### config.mk
export PLATFORM = sky130hd
export DESIGN_NAME = life_generation_sequencer
export DESIGN_NICKNAME = d
export VERILOG_FILES = /design/src/rtl/life_pkg.sv /design/src/rtl/life_tick_prescaler.sv /design/src/rtl/life_generation_sequencer.sv
export SDC_FILE = /design/constraint.sdc
export NUM_CORES = 1
export LEC_CHECK = 0
export ABC_AREA = 0
export CAP_MARGIN = 20
export CORE_MARGIN = 2
export CORE_UTILIZATION = 40
export DETAILED_ROUTE_END_ITERATION = 10
export PLACE_DENSITY = 0.79
export SYNTH_ARGS = -nofsm -noshare
export SYNTH_HDL_FRONTEND = slang
export SYNTH_SLANG_ARGS = --single-unit
### constraint.sdc
create_clock -name clk -period 1.85 [get_ports clk]
set_clock_uncertainty 0.05 [all_clocks]
set_input_delay 0.37 -clock clk [delete_from_list [all_inputs] [get_ports clk]]
set_output_delay 0.37 -clock clk [all_outputs]
set_load 0.02 [all_outputs]
### src/rtl/life_pkg.sv
// Shared types and helpers for the Game of Life generation sequencer.
package life_pkg;
    typedef enum logic [1:0] {IDLE, SWEEP, COMMIT} life_seq_state_t;

    localparam int DEFAULT_ROWS = 8;

    function automatic int row_width(input int rows);
        return (rows > 1) ? $clog2(rows) : 1;
    endfunction
endpackage

### src/rtl/life_tick_prescaler.sv
// Divides the 1-second tick down to the generation rate; fire is combinational
// in the cycle of the qualifying tick.
module life_tick_prescaler #(
    parameter int TICKS_PER_GEN = 1
) (
    input  logic clk,
    input  logic rst,
    input  logic clear,
    input  logic tick_pulse,
    input  logic enable,
    output logic fire
);
    localparam int CW = (TICKS_PER_GEN > 1) ? $clog2(TICKS_PER_GEN) : 1;
    localparam logic [CW-1:0] LAST = CW'(TICKS_PER_GEN - 1);

    logic [CW-1:0] cnt_q, cnt_d;

    assign fire = enable & tick_pulse & (cnt_q == LAST);

    always_comb begin
        cnt_d = cnt_q;
        if (clear)
            cnt_d = '0;
        else if (enable && tick_pulse)
            cnt_d = fire ? '0 : cnt_q + 1'b1;
    end

    always_ff @(posedge clk or posedge rst) begin
        if (rst) cnt_q <= '0;
        else     cnt_q <= cnt_d;
    end
endmodule

### src/rtl/life_generation_sequencer.sv
// Per generation: sweep all rows over valid/ready, then pulse commit to swap
// the cell array's double buffer. Run/pause/single-step on top of the timer tick.
module life_generation_sequencer
    import life_pkg::*;
#(
    parameter int ROWS          = DEFAULT_ROWS,
    parameter int TICKS_PER_GEN = 1,
    parameter int GEN_W         = 16
) (
    input  logic                         clk,
    input  logic                         rst,
    input  logic                         tick_pulse,
    input  logic                         run,
    input  logic                         step,
    output logic [row_width(ROWS)-1:0]   row_addr,
    output logic                         row_valid,
    input  logic                         row_ready,
    output logic                         commit,
    output logic [GEN_W-1:0]             gen_count,
    output logic                         busy,
    output logic                         overrun
);
    localparam int RW = row_width(ROWS);
    localparam logic [RW-1:0] LAST_ROW = RW'(ROWS - 1);

    life_seq_state_t state_q, state_d;
    logic [RW-1:0]    row_addr_q, row_addr_d;
    logic [GEN_W-1:0] gen_count_q, gen_count_d;
    logic             overrun_q, overrun_d;
    logic             idle, fire, trigger;

    assign idle = (state_q == IDLE);

    // Prescaler only advances while idle and running; pausing restarts it.
    life_tick_prescaler #(.TICKS_PER_GEN(TICKS_PER_GEN)) u_prescaler (
        .clk       (clk),
        .rst       (rst),
        .clear     (~run),
        .tick_pulse(tick_pulse),
        .enable    (idle & run),
        .fire      (fire)
    );

    assign trigger = fire | (idle & ~run & step);

    always_comb begin
        state_d     = state_q;
        row_addr_d  = row_addr_q;
        gen_count_d = gen_count_q;
        overrun_d   = overrun_q | (tick_pulse & run & ~idle);
        case (state_q)
            IDLE: begin
                if (trigger) begin
                    state_d    = SWEEP;
                    row_addr_d = '0;
                end
            end
            SWEEP: begin
                if (row_ready) begin
                    if (row_addr_q == LAST_ROW) state_d = COMMIT;
                    else                        row_addr_d = row_addr_q + 1'b1;
                end
            end
            COMMIT: begin
                state_d     = IDLE;
                row_addr_d  = '0;
                gen_count_d = gen_count_q + 1'b1;
            end
            default: state_d = IDLE;
        endcase
    end

    always_ff @(posedge clk or posedge rst) begin
        if (rst) begin
            state_q     <= IDLE;
            row_addr_q  <= '0;
            gen_count_q <= '0;
            overrun_q   <= 1'b0;
        end else begin
            state_q     <= state_d;
            row_addr_q  <= row_addr_d;
            gen_count_q <= gen_count_d;
            overrun_q   <= overrun_d;
        end
    end

    // Outputs decode straight from state so reset drops them asynchronously.
    assign row_addr  = row_addr_q;
    assign row_valid = (state_q == SWEEP);
    assign commit    = (state_q == COMMIT);
    assign busy      = ~idle;
    assign gen_count = gen_count_q;
    assign overrun   = overrun_q;
endmodule
### Word-level counts from Yosys, hierarchy flattened

Cells that the tools add are included.

| storage, ports and cells | value |
|---|---|
| logic and storage cells | 44 |
| flip-flop bits (word level) | 23 |
| bits of input ports | 6 |

| cells by class | value |
|---|---|
| $add $sub $neg | 3 |
| multiplexer cells | 11 |
| bitwise logic cells | 12 |
| equal/unequal tests | 8 |
| reductions and logical operators | 5 |

Operators by type and width:

| operator | count |
|---|---|
| $add A16 B1 Y16 const B | 1 |
| $mux W3 | 3 |
| $pmux W3 S3 | 1 |
| $and A1 B1 Y1 | 7 |
| $mux W2 | 3 |
| $ne A2 B1 Y1 const B | 3 |
| $ne A2 B2 Y1 const B | 2 |
| $pmux W2 S2 | 1 |
| $reduce_and A4 Y1 | 1 |
| $add A3 B1 Y3 const B | 1 |
| $eq A3 B3 Y1 const B | 1 |
| $mux W1 | 3 |
| $not A1 Y1 | 3 |
| $reduce_and A3 Y1 | 1 |
| $reduce_bool A3 Y1 | 1 |
| $eq A2 B1 Y1 const B | 1 |
| $eq A2 B2 Y1 const B | 1 |
| $logic_not A2 Y1 | 1 |
| $or A1 B1 Y1 | 2 |
| $add A1 B1 Y1 const B | 1 |
| $logic_and A1 B1 Y1 | 1 |

### Logic depth before layout (Yosys ltp)

| depth | value |
|---|---|
| word-level depth | 7 |
| gate-level depth with buffers | 5 |
| depth with buffers taken out | 5 |

### Modules after synthesis

From an unflattened synthesis, not the netlist that was laid out.

| second synthesis, totals | value |
|---|---|
| cells, all modules | 104 |
| area total of the unflattened synthesis | 1129.8 um2 |

Modules (own cells, without submodules):

| module | cells each | times used | area each (um2) | seq. area each (um2) |
|---|---|---|---|---|
| life_generation_sequencer | 99 | 1 | 1084.8 | 550.5 |
| life_tick_prescaler | 5 | 1 | 45.0 | 25.0 |

### Least setup slack after synthesis

OpenSTA, ideal clock, no wires.

| path | value |
|---|---|
| kind | register to register |
| start point | reg row_addr_q[0], in the netlist row_addr[0] |
| end point | reg row_addr_q[0], in the netlist row_addr[0] |
| arrival time | 1.596 ns |
| stages on the path, launching flop included | 6 |
| required time | 1.679 ns |
| period minus slack after synthesis | 1.767 ns |
| path slack | 0.083 ns |
| path buffers | 0 |
| cell sequence | dfrtp_1 > ha_1 > ha_1 > o31ai_2 > o21ai_1 > a22o_1 |

| between the ends | value |
|---|---|
| longest elaborated chain between the ends | 4 |
| elaborated cells between the ends (all ways) | 7 |

Ends and longest elaborated chain:

| item | line | RTL |
|---|---|---|
| from (decl) | life_generation_sequencer.sv:27 | `logic [RW-1:0] row_addr_q, row_addr_d;` |
| from (signal assigned) | life_generation_sequencer.sv:81 | `row_addr_q <= row_addr_d;` |
| $add A3 B1 Y3 | life_generation_sequencer.sv:61 | `else row_addr_d = row_addr_q + 1'b1;` |
| $mux W3 | life_generation_sequencer.sv:60 | `if (row_addr_q == LAST_ROW) state_d = COMMIT;` |
| $mux W3 | life_generation_sequencer.sv:59 | `if (row_ready) begin` |
| $pmux W3 S3 | life_generation_sequencer.sv:51 | `case (state_q)` |

Several ways; a longest one is shown, not always the timed one. The select of a mux whose other input is x is not followed.
A chain may end at the register's enable or synchronous reset.

### Worst setup path in the final report

| path | value |
|---|---|
| start point | reg gen_count_q[7], in the netlist gen_count[7] |
| end point | out gen_count[7] |

RTL lines:

| item | line | RTL |
|---|---|---|
| from (decl) | life_generation_sequencer.sv:28 | `logic [GEN_W-1:0] gen_count_q, gen_count_d;` |
| from (signal assigned) | life_generation_sequencer.sv:82 | `gen_count_q <= gen_count_d;` |
| to (decl) | life_generation_sequencer.sv:19 | `output logic [GEN_W-1:0] gen_count,` |

No word-level cell between the ends.

==> Implementation_results.wiki <==
{| class="wikitable"
! Metric !! Value
|-
| Cell area after placement || 1380 um^2
|-
| Commonest non-fill, non-tap cell in the layout || dfrtp_1
|-
| Met2 Routed Length || 926 um
|-
| Type of destination of the critical path || output pin
|-
| Status || finished, final reports clean
|-
| Via count of the routed design || 780
|-
| Initial antenna violation count || 0
|-
| Met3 wire length || 86 um
|-
| P per Cell Area || 889 nW/um^2
|-
| Number of buffers inserted during clock tree synthesis || 3
|-
| Average instance area after synthesis || 11.6 um^2
|-
| Fillers || 216
|-
| First-pass GRT wire length || 3080 um
|-
| Cell Chain, Critical Path || clkdlybuf4s50_1
|-
| WL met1 || 891 um
|-
| Max Clock Freq || 559 MHz
|-
| Count of buffers from port buffering || 28
|-
| Required time of the critical path || 1430 ps
|-
| Hold-fix buffers at CTS || 0
|-
| Slack of the worst reg-to-reg path || 200 ps
|-
| Largest vdd supply drop || 0.777 mV
|-
| Final core utilization || 57.6%
|-
| Final Hold Fails || 0
|-
| Finish-stage setup viols || 0
|-
| Fraction of layout instances using a drive strength above 1 || 10.5%
|-
| Most frequent cells in the layout || dfrtp_1, clkdlybuf4s50_1, xnor2_1, nand2_1
|-
| Die area || 3000 um^2
|-
| Worst Setup Slack post-DPL || 94.1 ps
|-
| Clock H-tree levels || 1
|-
| Total routing usage reported by global routing || 14.1%
|-
| Area of the placeable core || 2450 um^2
|-
| Hold Path Class || in2async
|-
| Startpoint types || flip-flop
|-
| Worst r2r src || row_addr[0]
|-
| Final #Nets || 134
|-
| Final critical-path share of the clock period || 96.6%
|-
| Final std cells w/o fill || 154
|-
| Area taken by multi-input logic gates || 437 um^2
|-
| Critical path's top delay family || buffers and inverters
|-
| Sequential cell area || 577 um^2
|-
| Buffers & Inverters on Critical Path || 1
|-
| Gate count of the mapped netlist || 89
|-
| Max clock buf depth || 2
|-
| I/O pins || 29
|-
| Half-perimeter wire length of the detailed placement result || 1480 um
|-
| Final antenna-violating net count || 0
|-
| Via count of the first global-routing pass || 738
|-
| Placed cell count || 150
|-
| Maximum number of pins on one net before global-route repair || 24
|-
| Area of all placed cells without fillers || 1410 um^2
|-
| Worst max-slew margin expressed relative to the limit || 79.6%
|-
| Row cnt || 18
|-
| Fin crit period || 1790 ps
|-
| Clock latency at the later pin of the worst-skew pair || 290 ps
|-
| Cell with the largest stage delay on the worst path || clkdlybuf4s50_1
|-
| CTS tree || done
|-
| Effective utilization at floorplan || 42.0%
|-
| WP data arrival || 1370 ps
|-
| Count of synthesis-stage warnings from yosys || 0
|-
| Post-CTS clock slew at the launch and capture registers of the worst setup and hold paths || 120 ps
|-
| Count of different cell masters after synthesis || 28
|-
| Congestion Overflow GR || 0
|-
| Number of DRC markers in iteration 0 || 10
|-
| Capturing point of the worst reg2reg path || row_addr[0]
|-
| TritonRoute pass-1 iters || 4
|-
| Delay contributed by the slowest stage of the critical path || 630 ps
|-
| CP Max Fanout || 5
|-
| Worst-Margin Slew || 306 ps
|-
| Number of clock sinks || 23
|-
| Area Growth Syn to Fin || 37.0%
|-
| Antenna Cells || 0
|-
| Syn_nets || 98
|-
| Die outline width || 54.8 um
|-
| Final Worst Setup Slack || 62.4 ps
|-
| Classification of the worst setup path || reg2out
|-
| Residual DRC || 0
|-
| Synth Cell Area || 1030 um^2
|-
| Static power due to leakage || 0.691 nW
|-
| # Max-Cap Violations || 0
|-
| Detail-routed via count per cell || 5.06
|-
| Seq/Total Area, Yosys || 55.8%
|-
| Placer congestion estimate || 0.730
|-
| Depth of the worst register-to-register path || 5
|-
| CTS root buffer || clkbuf_4
|-
| Total wire length || 1920 um
|-
| Final-report max-slew violation count || 0
|-
| Routed WL per cell || 12.5 um
|-
| Highest signal layer in the routed design || met4
|-
| Total of flip-flops plus latches after synthesis || 23
|-
| Die boundary height || 54.8 um
|}
## power by group
part	leakage, nW	total [W]	switching (W)	internal (W)
Sequential	0.306	0.000624	0.0000676	0.000556
Clock	0.0150	0.000219	0.000135	0.0000838
Combinational	0.370	0.000414	0.000203	0.000211
## cells by family (layout without fill, tap and decap cells)
family	Yosys count	count (layout)	synth area share [%]
and+or+nand+nor	32	32	17.6
adders and majority gates	3	3	3.64
muxes	1	1	1.09
xor gates and xnor gates	15	15	12.7
DFF	23	23	55.8
buffers and inverters	6	41	2.18
AOI/OAI and AO/OA	9	9	7.03
## final cells by class
class | count | area share (%)
well taps | 30 | 2.65
flip-flops and latches | 23 | 40.8
repair buffers | 32 | 22.5
multi-input cells | 60 | 30.9
clock buffers | 4 | 1.86
inverters | 5 | 1.33
## cell usage after synthesis
| master | n | area [um^2] |
|---|---|---|
| a21oi_1 | 1 | 5.00 |
| a22o_1 | 1 | 8.76 |
| a311oi_1 | 1 | 8.76 |
| a32o_1 | 1 | 10.0 |
| and2_1 | 1 | 6.26 |
| and3_1 | 1 | 6.26 |
| and3_4 | 1 | 11.3 |
| and4_1 | 1 | 8.76 |
| and4_4 | 1 | 11.3 |
| and4b_1 | 1 | 10.0 |
| clkbuf_1 | 1 | 3.75 |
| dfrtp_1 | 23 | 576 |
| ha_1 | 3 | 37.5 |
| inv_1 | 4 | 15.0 |
| inv_2 | 1 | 3.75 |
| mux2_1 | 1 | 11.3 |
| nand2_1 | 7 | 26.3 |
| nand3_1 | 6 | 30.0 |
| nand4_1 | 6 | 37.5 |
| nor2_1 | 4 | 15.0 |
| nor2b_1 | 3 | 18.8 |
| o21ai_1 | 1 | 5.00 |
| o21bai_1 | 1 | 7.51 |
| o221ai_1 | 1 | 8.76 |
| o22ai_1 | 1 | 6.26 |
| o31ai_2 | 1 | 12.5 |
| xnor2_1 | 13 | 114 |
| xor2_1 | 2 | 17.5 |
## registers in the layout, indices dropped and copies added (netlist names)
name / count
gen_count: 16
row_addr: 3
state_q: 2
overrun: 1
u_prescaler.cnt_q: 1
## routing by layer
metal / vias up / global-route usage, %
met5: - / 0
met4: 0 / 5.00
met1: 377 / 18.0
li1: 383 / -
met2: 18 / 23.8
met3: 2 / 2.46
## what timing repair did
action	CTS	global route
resized for setup	3	7
endpoints found under the setup margin	3	6
buffers inserted	0	0
endpoints found under the hold margin	0	0
## tightest hold or removal path: stages
cell and delay [ps]:
clkdlybuf4s50_1 390, inv_1 50, buf_4 280
## per-stage QoR
| step | setup TNS [ps] | hold WS (ps) | total power, W |
|---|---|---|---|
| finish | 0 | 343 | 0.00126 |
| global route | -0.781 | 372 | 0.00133 |
| CTS | 0 | 349 | 0.00127 |
| detailed placement | 0 | 417 | 0.00106 |
| global placement | 0 | 413 | 0.00105 |
| floorplan | 0 | 322 | 0.000857 |
## worst max path at each step
| stage | start | to | slack [ps] | cells after the start |
|---|---|---|---|---|
| 2_1_floorplan | row_addr[0] | row_addr[0] | 80 | 5 |
| 3_3_place_gp | state_q[0] | row_valid | 90 | 2 |
| 3_5_place_dp | state_q[0] | row_valid | 90 | 2 |
| 4_1_cts | gen_count[0] | gen_count[0] | 8 | 1 |
| 5_1_grt | state_q[0] | row_valid | -0.8 | 2 |
| 6_report | gen_count[7] | gen_count[7] | 60 | 1 |
No activity file was read; power rests on OpenSTA's default activity.
